$ cat config.mk
export PLATFORM = sky130hd
export DESIGN_NAME = alu_arbiter
export DESIGN_NICKNAME = d
export VERILOG_FILES = /design/src/rtl/alu_ctrl_pkg.sv /design/src/rtl/rr_arb2.sv /design/src/rtl/alu_arbiter.sv
export SDC_FILE = /design/constraint.sdc
export NUM_CORES = 1
export LEC_CHECK = 0
export CELL_PAD_IN_SITES_DETAIL_PLACEMENT = 0
export CELL_PAD_IN_SITES_GLOBAL_PLACEMENT = 1
export CORE_MARGIN = 5
export CORE_UTILIZATION = 27
export DETAILED_ROUTE_END_ITERATION = 7
export HOLD_SLACK_MARGIN = 0.12
export PLACE_DENSITY_LB_ADDON = 0.1
export SKIP_LAST_GASP = 1
export SYNTH_ARGS = -nofsm -noshare
export SYNTH_HDL_FRONTEND = slang
export SYNTH_SLANG_ARGS = --single-unit
export TNS_END_PERCENT = 50
$ cat constraint.sdc
create_clock -name clk -period 4.3 [get_ports clk]
set_clock_uncertainty 0.1 [all_clocks]
set_input_delay 1.075 -clock clk [delete_from_list [all_inputs] [get_ports clk]]
set_output_delay 1.075 -clock clk [all_outputs]
set_load 0.1 [all_outputs]
$ cat src/rtl/alu_ctrl_pkg.sv
// Shared ALU opcode and flag codes plus the arbiter FSM state encoding.
package alu_ctrl_pkg;

    localparam logic [2:0] OP_ADD = 3'b000;
    localparam logic [2:0] OP_SUB = 3'b001;
    localparam logic [2:0] OP_AND = 3'b010;
    localparam logic [2:0] OP_OR  = 3'b011;
    localparam logic [2:0] OP_XOR = 3'b100;
    localparam logic [2:0] OP_SLL = 3'b101;
    localparam logic [2:0] OP_SRL = 3'b110;
    localparam logic [2:0] OP_SRA = 3'b111;

    localparam logic [1:0] FLAG_POS  = 2'b00;
    localparam logic [1:0] FLAG_NEG  = 2'b01;
    localparam logic [1:0] FLAG_ZERO = 2'b10;

    typedef enum logic [1:0] {
        ST_IDLE = 2'd0,
        ST_EXEC = 2'd1,
        ST_RESP = 2'd2
    } state_e;

endpackage

$ cat src/rtl/rr_arb2.sv
// Two-way round-robin grant: a lone requester wins outright, a tie goes to
// the requester that was not granted last.
module rr_arb2 (
    input  logic [1:0] req_valid_i,
    input  logic       last_grant_i,
    output logic [1:0] grant_o
);

    // NOTE: every output of a combinational block gets a default first so no latch is inferred.
    always_comb begin
        grant_o = 2'b00;
        unique case (req_valid_i)
            2'b01:   grant_o = 2'b01;
            2'b10:   grant_o = 2'b10;
            2'b11:   grant_o = last_grant_i ? 2'b01 : 2'b10;
            default: grant_o = 2'b00;
        endcase
    end

endmodule

$ cat src/rtl/alu_arbiter.sv
// Shares one single-cycle ALU between two valid/ready requesters; operands
// and results are registered, one transaction in flight at a time.
module alu_arbiter
    import alu_ctrl_pkg::*;
#(
    parameter int DW    = 32,
    parameter int OPW   = 3,
    parameter int FLAGW = 2
) (
    input  logic             clk,
    input  logic             rst,
    input  logic [1:0]       req_valid,
    output logic [1:0]       req_ready,
    input  logic [DW-1:0]    req_a0,
    input  logic [DW-1:0]    req_b0,
    input  logic [OPW-1:0]   req_op0,
    input  logic [DW-1:0]    req_a1,
    input  logic [DW-1:0]    req_b1,
    input  logic [OPW-1:0]   req_op1,
    output logic [1:0]       rsp_valid,
    input  logic [1:0]       rsp_ready,
    output logic [DW-1:0]    rsp_data,
    output logic [FLAGW-1:0] rsp_flag,
    output logic [DW-1:0]    alu_a,
    output logic [DW-1:0]    alu_b,
    output logic [OPW-1:0]   alu_op,
    input  logic [DW-1:0]    alu_c,
    input  logic [FLAGW-1:0] alu_flag
);

    state_e            state_q, state_d;
    logic [DW-1:0]     a_q, a_d;
    logic [DW-1:0]     b_q, b_d;
    logic [OPW-1:0]    op_q, op_d;
    logic              owner_q, owner_d;
    logic              last_grant_q, last_grant_d;
    logic [DW-1:0]     data_q, data_d;
    logic [FLAGW-1:0]  flag_q, flag_d;
    logic [1:0]        grant;

    rr_arb2 u_arb (
        .req_valid_i  (req_valid),
        .last_grant_i (last_grant_q),
        .grant_o      (grant)
    );

    always_comb begin
        state_d      = state_q;
        a_d          = a_q;
        b_d          = b_q;
        op_d         = op_q;
        owner_d      = owner_q;
        last_grant_d = last_grant_q;
        data_d       = data_q;
        flag_d       = flag_q;
        req_ready    = 2'b00;

        unique case (state_q)
            ST_IDLE: begin
                // Grant is offered only while out of reset so ready reads 0 during rst.
                req_ready = rst ? 2'b00 : grant;
                if (|(req_valid & grant)) begin
                    owner_d      = grant[1];
                    last_grant_d = grant[1];
                    a_d          = grant[1] ? req_a1  : req_a0;
                    b_d          = grant[1] ? req_b1  : req_b0;
                    op_d         = grant[1] ? req_op1 : req_op0;
                    state_d      = ST_EXEC;
                end
            end
            ST_EXEC: begin
                data_d  = alu_c;
                flag_d  = alu_flag;
                state_d = ST_RESP;
            end
            ST_RESP: begin
                if (rsp_ready[owner_q]) begin
                    state_d = ST_IDLE;
                end
            end
            default: state_d = ST_IDLE;
        endcase
    end

    // NOTE: sequential state uses non-blocking assignments so every register samples pre-edge values.
    always_ff @(posedge clk) begin
        if (rst) begin
            state_q      <= ST_IDLE;
            a_q          <= '0;
            b_q          <= '0;
            op_q         <= '0;
            owner_q      <= 1'b0;
            last_grant_q <= 1'b1;
            data_q       <= '0;
            flag_q       <= '0;
        end else begin
            state_q      <= state_d;
            a_q          <= a_d;
            b_q          <= b_d;
            op_q         <= op_d;
            owner_q      <= owner_d;
            last_grant_q <= last_grant_d;
            data_q       <= data_d;
            flag_q       <= flag_d;
        end
    end

    assign rsp_valid = (state_q == ST_RESP) ? (owner_q ? 2'b10 : 2'b01) : 2'b00;
    assign rsp_data  = data_q;
    assign rsp_flag  = flag_q;
    assign alu_a     = a_q;
    assign alu_b     = b_q;
    assign alu_op    = op_q;

endmodule
### After elaboration in Yosys (flattened, before gate mapping)

Index checks and enable logic that the tools add are counted.

| word-level totals | value |
|---|---|
| output and inout bits | 105 |
| bits of input ports | 174 |
| word-level logic and storage cells | 35 |
| bits in registers | 105 |

| operators by class | value |
|---|---|
| reductions and logical operators | 4 |
| mux-type cells | 14 |
| eq/ne operators | 7 |
| bitwise gates (word level) | 1 |
| order comparisons | 1 |

Operators with widths:

| cell | count |
|---|---|
| 2-to-1 mux 32 bit | 2 |
| 2-to-1 mux 2 bit | 7 |
| one-hot mux 2 bit (3 select lines) | 2 |
| == test 2 bit, second input constant | 3 |
| == test 2 x 1 -> 1 bit, second input constant | 2 |
| != test 2 bit, second input constant | 2 |
| AND reduction 2 bit | 2 |
| 2-to-1 mux 3 bit | 1 |
| AND 2 bit | 1 |
| logical NOT 2 bit | 1 |
| less-than comparator 1 x 2 -> 1 bit, second input constant | 1 |
| 2-to-1 mux 1 bit | 2 |
| OR reduction 2 bit | 1 |

### Depth between registers and ports, before layout

Gate-level depths: netlist of the first run.

| depth | value |
|---|---|
| depth after elaboration | 6 |
| gate-level depth with buffers | 7 |
| depth with buffers taken out | 3 |

### Cells and area by module

A second synthesis of the first run with hierarchy kept.

| second synthesis, totals | value |
|---|---|
| cell total of the unflattened synthesis | 481 |
| area total of the unflattened synthesis | 4626.9 µm² |

Modules (own cells, without submodules):

| module | cells an instance | area an instance (µm²) | times used | seq. area each (µm²) |
|---|---|---|---|---|
| alu_arbiter | 478 | 4608.2 | 1 | 2102.0 |
| rr_arb2 | 3 | 18.8 | 1 | 0.0 |

### Worst setup path after synthesis of the first run

No wires, ideal clock.

| path | value |
|---|---|
| kind | input -> output |
| start | input req_valid[0] |
| end | output req_ready[0] |
| data required time | 3.125 ns |
| setup slack | -0.834 ns |
| stages | 5 |
| arrival | 3.959 ns |
| path buffers | 3 |
| path through | clkbuf_1 > clkbuf_1 > clkbuf_1 > nand2_1 > nor3_1 |

| on the way | value |
|---|---|
| longest elaborated chain between the ends | 4 |
| elaborated cells between the ends (all ways) | 6 |
| those cells by class | eq/ne (3); mux (3) |

Ends and longest elaborated chain:

| item | RTL line | source |
|---|---|---|
| from (decl) | alu_arbiter.sv:12 | `input logic [1:0] req_valid,` |
| == test 2 bit or == test 2 x 1 -> 1 bit (tied branches) | rr_arb2.sv:12 | `unique case (req_valid_i)` |
| one-hot mux 2 bit (3 select lines) * | rr_arb2.sv:12 |  |
| 2-to-1 mux 2 bit * | alu_arbiter.sv:61 | `req_ready = rst ? 2'b00 : grant;` |
| 2-to-1 mux 2 bit * | alu_arbiter.sv:58 | `unique case (state_q)` |
| to (decl) | alu_arbiter.sv:13 | `output logic [1:0] req_ready,` |

Every way passes the cells marked *; elsewhere a longest branch is shown, timed or not.

### Worst setup path after layout of the first run

| path | value |
|---|---|
| start | input req_valid[1] |
| end | output req_ready[1] |

Same word-level chain as after synthesis.

==> results.yml, run 1 <==
run_status:
  status: "finished, final reports clean"
synthesis:
  synth-seq-cells: 105
  syn-num-nets: 723
  synth_cell_types: 26
  synthAdderAreaFrac_pct: 0
  synth_top_family_by_area: "compound AO/OA/AOI/OAI gates"
  avgSynthCellArea_um2: 8.148
  ys_warn_count: 0
  synth_area_um2: 4473
  netlist_instances: 549
  synthMuxAreaShare_pct: 0.2238
  synth-compound-area-share_pct: 28.50
  synth_simple_gate_area_share_pct: 13.48
  synth_seq_area_share_pct: 46.99
  synthXorXnorAreaFrac_pct: 0
layout:
  layout_commonest_cell: "clkdlybuf4s50_1"
  fillers: 1564
  area_growth_pct: 73.26
  layout-drive-gt1-share_pct: 7.107
  seq_area_um2: 2102
  diodes: 0
  multiInputGateArea_um2: 1922
  fin_area_um2: 7750
  layout_common_cells: "clkdlybuf4s50_1 (274), dfxtp_1 (105), a21oi_1 (102)"
  fin_nets: 971
clock_network:
  clockBufferDepth: 2
  post_cts.repair.setup_buffers: 0
  clkLatencyLatePin_ns: 0.34
  clock-sinks: 105
  cts_root_buf: "clkbuf_16"
  cts_made_buffers: 9
  cts_tree: "yes"
  htreeDepth: 3
  cts_resized: 0
  ctsHoldBuffers: 0
  cts.clk_slew.worst_paths_ns: 0.07
detailed_routing:
  drc: 0
  drt_iter0_markers: 203
  avgViaCountPerCell: 4.687
  dr.pass1.iters: 4
  post_drt_wl_per_cell_um: 16.84
  ant_nets: 0
  wl_um: 17210
  via_count: 4790
global_route:
  grt_pass1_vias: 4748
  antenna_found_initial: 0
  track_usage_pct: 17.12
  grt_max_degree: 69
  grt-ovfl-total: 0
  grt_pass1_wl_um: 26690
critical_path:
  cp-start-kind: "input port"
  required_ns: 3.12
  criticalPathCategory: "in -> out"
  setup.worst_path.start: "req_valid[1]"
  cp.arrival_ns: 2.21
  path_max_fanout: 3
  r2r-start: "state_q[1]$_SDFFE_PP0P_"
  end_kind: "output port"
power:
  power.density_nw_per_um2: 423.9
  ir_drop_uv: 222.0
  power_mw: 3.285
  p_leak_nw: 2.779
sta:
  hold_violations: 0
  fin_ws_ns: 0.9108
  maxSlewHeadroom_pct: 30.37
  setup_viol: 0
  setup_tns_ns: 0
  max_freq_mhz: 295.1
  min_period_ns: 3.389
  rsz0062_at_grt: "false"
  post-route-period-util_pct: 78.82
  drv_slew: 0
  worstMarginPinSlew_ns: 1.041
  hold_ws_ns: 0.3538
die:
  io_pins: 279
  die_x_um: 138.7
  die_area_um2: 19240
  coreArea_um2: 16410
  rows: 47
  initial_core_util_pct: 27.26
  die_y_um: 138.7
worst_hold_path:
  hold_path.startpoint: "rsp_data[9]$_SDFFE_PP0N_"
  hold_path_class: "reg -> reg"
placed_design:
  place_ws_ns: 0.9053
  postPlaceCellArea_um2: 7433
  hpwl_um: 12150
  io_buffers: 278
  gp_congestion: 0.7906
run:
  drv_cap: 0
## layout make-up
cell class                 instances  area share [%]
multi-input combinational        325           24.80
sequential                       105           27.12
timing repair buffer             287           37.10
inverter                          69           3.342
tap                              220           3.552
clock buffer                      12           3.439
clock inverter                     4          0.6458
## stage by stage
step                util [%]  std cells
global route           47.24       1022
CTS                    47.24       1022
global placement       45.31       1006
finish                 47.24       1022
floorplan                  -        549
detailed placement     45.31       1006
## power breakdown
group | leakage [nW] | switching (mW) | internal [mW]
Sequential | 0.863 | 0.0498 | 1.06
Clock | 0.151 | 0.370 | 0.499
Combinational | 1.77 | 0.906 | 0.397
Total | 2.78 | 1.33 | 1.96
## worst max-delay path: stages
cell and delay (ns):
clkdlybuf4s50_1 0.52, a21boi_4 0.20, and3_1 0.23, buf_12 0.19
## routing by layer
layer / global-route usage [%] / vias to the layer above / part of all wire, %
li1: - / 2352 / -
met1: 21.21 / 2246 / 43
met2: 28.62 / 176 / 47
met3: 5.690 / 16 / 8.1
met4: 4.737 / 0 / 1.4
met5: 0 / - / 0
## cells by family after synthesis
family | count (synthesis)
AOI/OAI and AO/OA | 173
DFF | 105
buffers and inverters | 119
muxes | 1
and+or+nand+nor | 151
## cells in the mapped netlist
library cell	number	share of area [%]
o32ai_2	20	7.3
mux2i_1	1	0.22
a21boi_1	1	0.17
dfxtp_1	105	47
o211ai_1	1	0.17
nor3b_1	1	0.17
nand3b_1	1	0.17
o32ai_1	47	9.2
or3b_2	1	0.20
or3_1	1	0.14
nand2b_1	2	0.28
inv_1	69	5.8
nor2b_1	1	0.14
o21ai_1	1	0.11
nor3_1	1	0.11
and3b_1	1	0.20
nor2_1	70	5.9
buf_6	3	0.76
a22oi_1	1	0.17
buf_2	11	1.2
clkbuf_1	35	2.9
nand2_1	70	5.9
a21oi_1	102	11
and3_1	1	0.14
or2_4	1	0.20
buf_1	1	0.084
## path summary, 6_finish.rpt
check | to | slack, ns | cells past startpoint
setup reg to reg | alu_a[5]$_SDFFE_PP0P_ | 1.86 | 4
hold / removal | rsp_data[9]$_SDFFE_PP0N_ | 0.35 | 2
setup / recovery | req_ready[1] | 0.91 | 4
hold reg to reg | rsp_data[9]$_SDFFE_PP0N_ | 0.35 | 2
## state kept, by name, indices dropped and copies added (netlist names)
name	cells
alu_a	32
alu_b	32
alu_op	3
last_grant_q	1
owner_q	1
rsp_data	32
rsp_flag	2
state_q	2
No activity file was read; power rests on OpenSTA's default activity.
==> run 2, diff against run 1 <==
--- a/config.mk
+++ b/config.mk
@@ -8,7 +8,7 @@
 export CELL_PAD_IN_SITES_DETAIL_PLACEMENT = 0
 export CELL_PAD_IN_SITES_GLOBAL_PLACEMENT = 1
 export CORE_MARGIN = 5
-export CORE_UTILIZATION = 27
+export CORE_UTILIZATION = 23
 export DETAILED_ROUTE_END_ITERATION = 7
 export HOLD_SLACK_MARGIN = 0.12
 export PLACE_DENSITY_LB_ADDON = 0.1
==> constraint.sdc (replaced) <==
create_clock -name clk -period 3.04 [get_ports clk]
set_clock_uncertainty 0.1 [all_clocks]
set_input_delay 0.76 -clock clk [delete_from_list [all_inputs] [get_ports clk]]
set_output_delay 0.76 -clock clk [all_outputs]
set_load 0.1 [all_outputs]
==> results.yml, run 2 (synthesis gave the netlist of run 1 again) <==
run_status:
  status: "finished, final reports clean"
sta:
  hold_ws_ns: 0.3526
  maxSlewHeadroom_pct: 44.53
  rsz0062_at_grt: "false"
  worstMarginPinSlew_ns: 0.8321
  max_freq_mhz: 364.7
  setup_tns_ns: 0
  post-route-period-util_pct: 90.20
  drv_slew: 0
  hold_violations: 0
  min_period_ns: 2.742
  fin_ws_ns: 0.2978
  setup_viol: 0
clock_network:
  cts_made_buffers: 9
  post_cts.repair.setup_buffers: 0
  cts_tree: "yes"
  htreeDepth: 3
  cts_root_buf: "clkbuf_16"
  clockBufferDepth: 2
  ctsHoldBuffers: 0
  cts_resized: 0
  clkLatencyLatePin_ns: 0.34
  cts.clk_slew.worst_paths_ns: 0.07
  clock-sinks: 105
power:
  comb_power_share_pct: 39.3
  power.density_nw_per_um2: 609.2
  pwr-share-seq_pct: 34.1
  power_mw: 4.618
  switching_share_pct: 41.51
  internal_power_mw: 2.701
  power.share.clock_pct: 26.6
  ir_drop_uv: 237.1
  switching_power_mw: 1.917
  p_leak_nw: 2.978
placed_design:
  numPlacedInstances: 1052
  hpwl_um: 12400
  postPlaceCellArea_um2: 7266
  gp_congestion: 0.7194
  io_buffers: 278
  place_ws_ns: 0.2830
detailed_routing:
  dr.pass1.iters: 4
  ant_nets: 0
  avgViaCountPerCell: 4.438
  drc: 0
  drt_iter0_markers: 154
  via_count: 4744
  wl_um: 17920
  post_drt_wl_per_cell_um: 16.77
global_route:
  antenna_found_initial: 1
  grt_max_degree: 69
  track_usage_pct: 15.37
  grt-ovfl-total: 0
  grt_pass1_wl_um: 26950
  grt_pass1_vias: 4810
run:
  drv_cap: 0
critical_path:
  cp-start-kind: "input port"
  path_max_fanout: 3
  end_kind: "output port"
  cp.arrival_ns: 1.88
  required_ns: 2.18
  criticalPathCategory: "in -> out"
layout:
  area_growth_pct: 69.48
  post-route-util_pct: 39.21
  fin_area_um2: 7581
  layout_commonest_cell: "clkdlybuf4s50_1"
  fin_nets: 972
  layout_common_cells: "clkdlybuf4s50_1 (172), buf_4 (111), dfxtp_1 (105)"
  layout-drive-gt1-share_pct: 20.05
  final_cells: 1069
die:
  io_pins: 279
  die_area_um2: 22340
  initial_core_util_pct: 23.13
  coreArea_um2: 19330
  die_y_um: 149.5
  die_x_um: 149.5
  rows: 51
worst_hold_path:
  hold_path_class: "reg -> reg"
## run 2: area by class of cell
| class | count | area (µm²) |
|---|---|---|
| timing repair buffer | 288 | 2640 |
| multi-input combinational | 325 | 1933 |
| clock inverter | 6 | 73.82 |
| clock buffer | 10 | 239.0 |
| sequential | 105 | 2102 |
| inverter | 69 | 259.0 |
| antenna | 1 | 2.502 |
| tap | 265 | 331.6 |
| fill | 1973 | 11750 |
## run 2: worst paths after layout
check,cells past startpoint,start,slack (ns),endpoint
max,4,req_valid[1],0.30,req_ready[1]
min,2,alu_a[20]$_SDFFE_PP0P_,0.35,alu_a[20]$_SDFFE_PP0P_
max reg2reg,4,state_q[1]$_SDFFE_PP0P_,1.05,alu_a[25]$_SDFFE_PP0P_
min reg2reg,2,alu_a[20]$_SDFFE_PP0P_,0.35,alu_a[20]$_SDFFE_PP0P_
## run 2: critical path, stage by stage
cell and delay [ns]:
clkdlybuf4s50_1 0.52, a21boi_4 0.19, and3_1 0.22, buf_12 0.19
## run 2: layer usage
metal | GRT usage (%) | vias up | part of all wire (%)
li1 | - | 2363 | -
met1 | 19.06 | 2182 | 42
met2 | 24.14 | 179 | 46
met3 | 6.118 | 20 | 10
met4 | 5.675 | 0 | 1.9
met5 | 0 | - | 0
## run 2: power by group through the flow
stage	Sequential, mW	Combinational [mW]	Clock (mW)
6_report	1.57	1.81	1.23
5_1_grt	1.59	1.89	1.35
4_1_cts	1.58	1.83	1.30
3_5_place_dp	1.61	1.83	0
3_3_place_gp	1.60	1.82	0
2_1_floorplan	2.48	0.401	0
==> run 3, diff against run 2 <==
--- a/config.mk
+++ b/config.mk
@@ -9,6 +9,7 @@
 export CELL_PAD_IN_SITES_GLOBAL_PLACEMENT = 1
 export CORE_MARGIN = 5
 export CORE_UTILIZATION = 23
+export CTS_CLUSTER_SIZE = 25
 export DETAILED_ROUTE_END_ITERATION = 7
 export HOLD_SLACK_MARGIN = 0.12
 export PLACE_DENSITY_LB_ADDON = 0.1
==> results of run 3 <==
No change in the layout: final DEF, timing and power equal those of run 2.
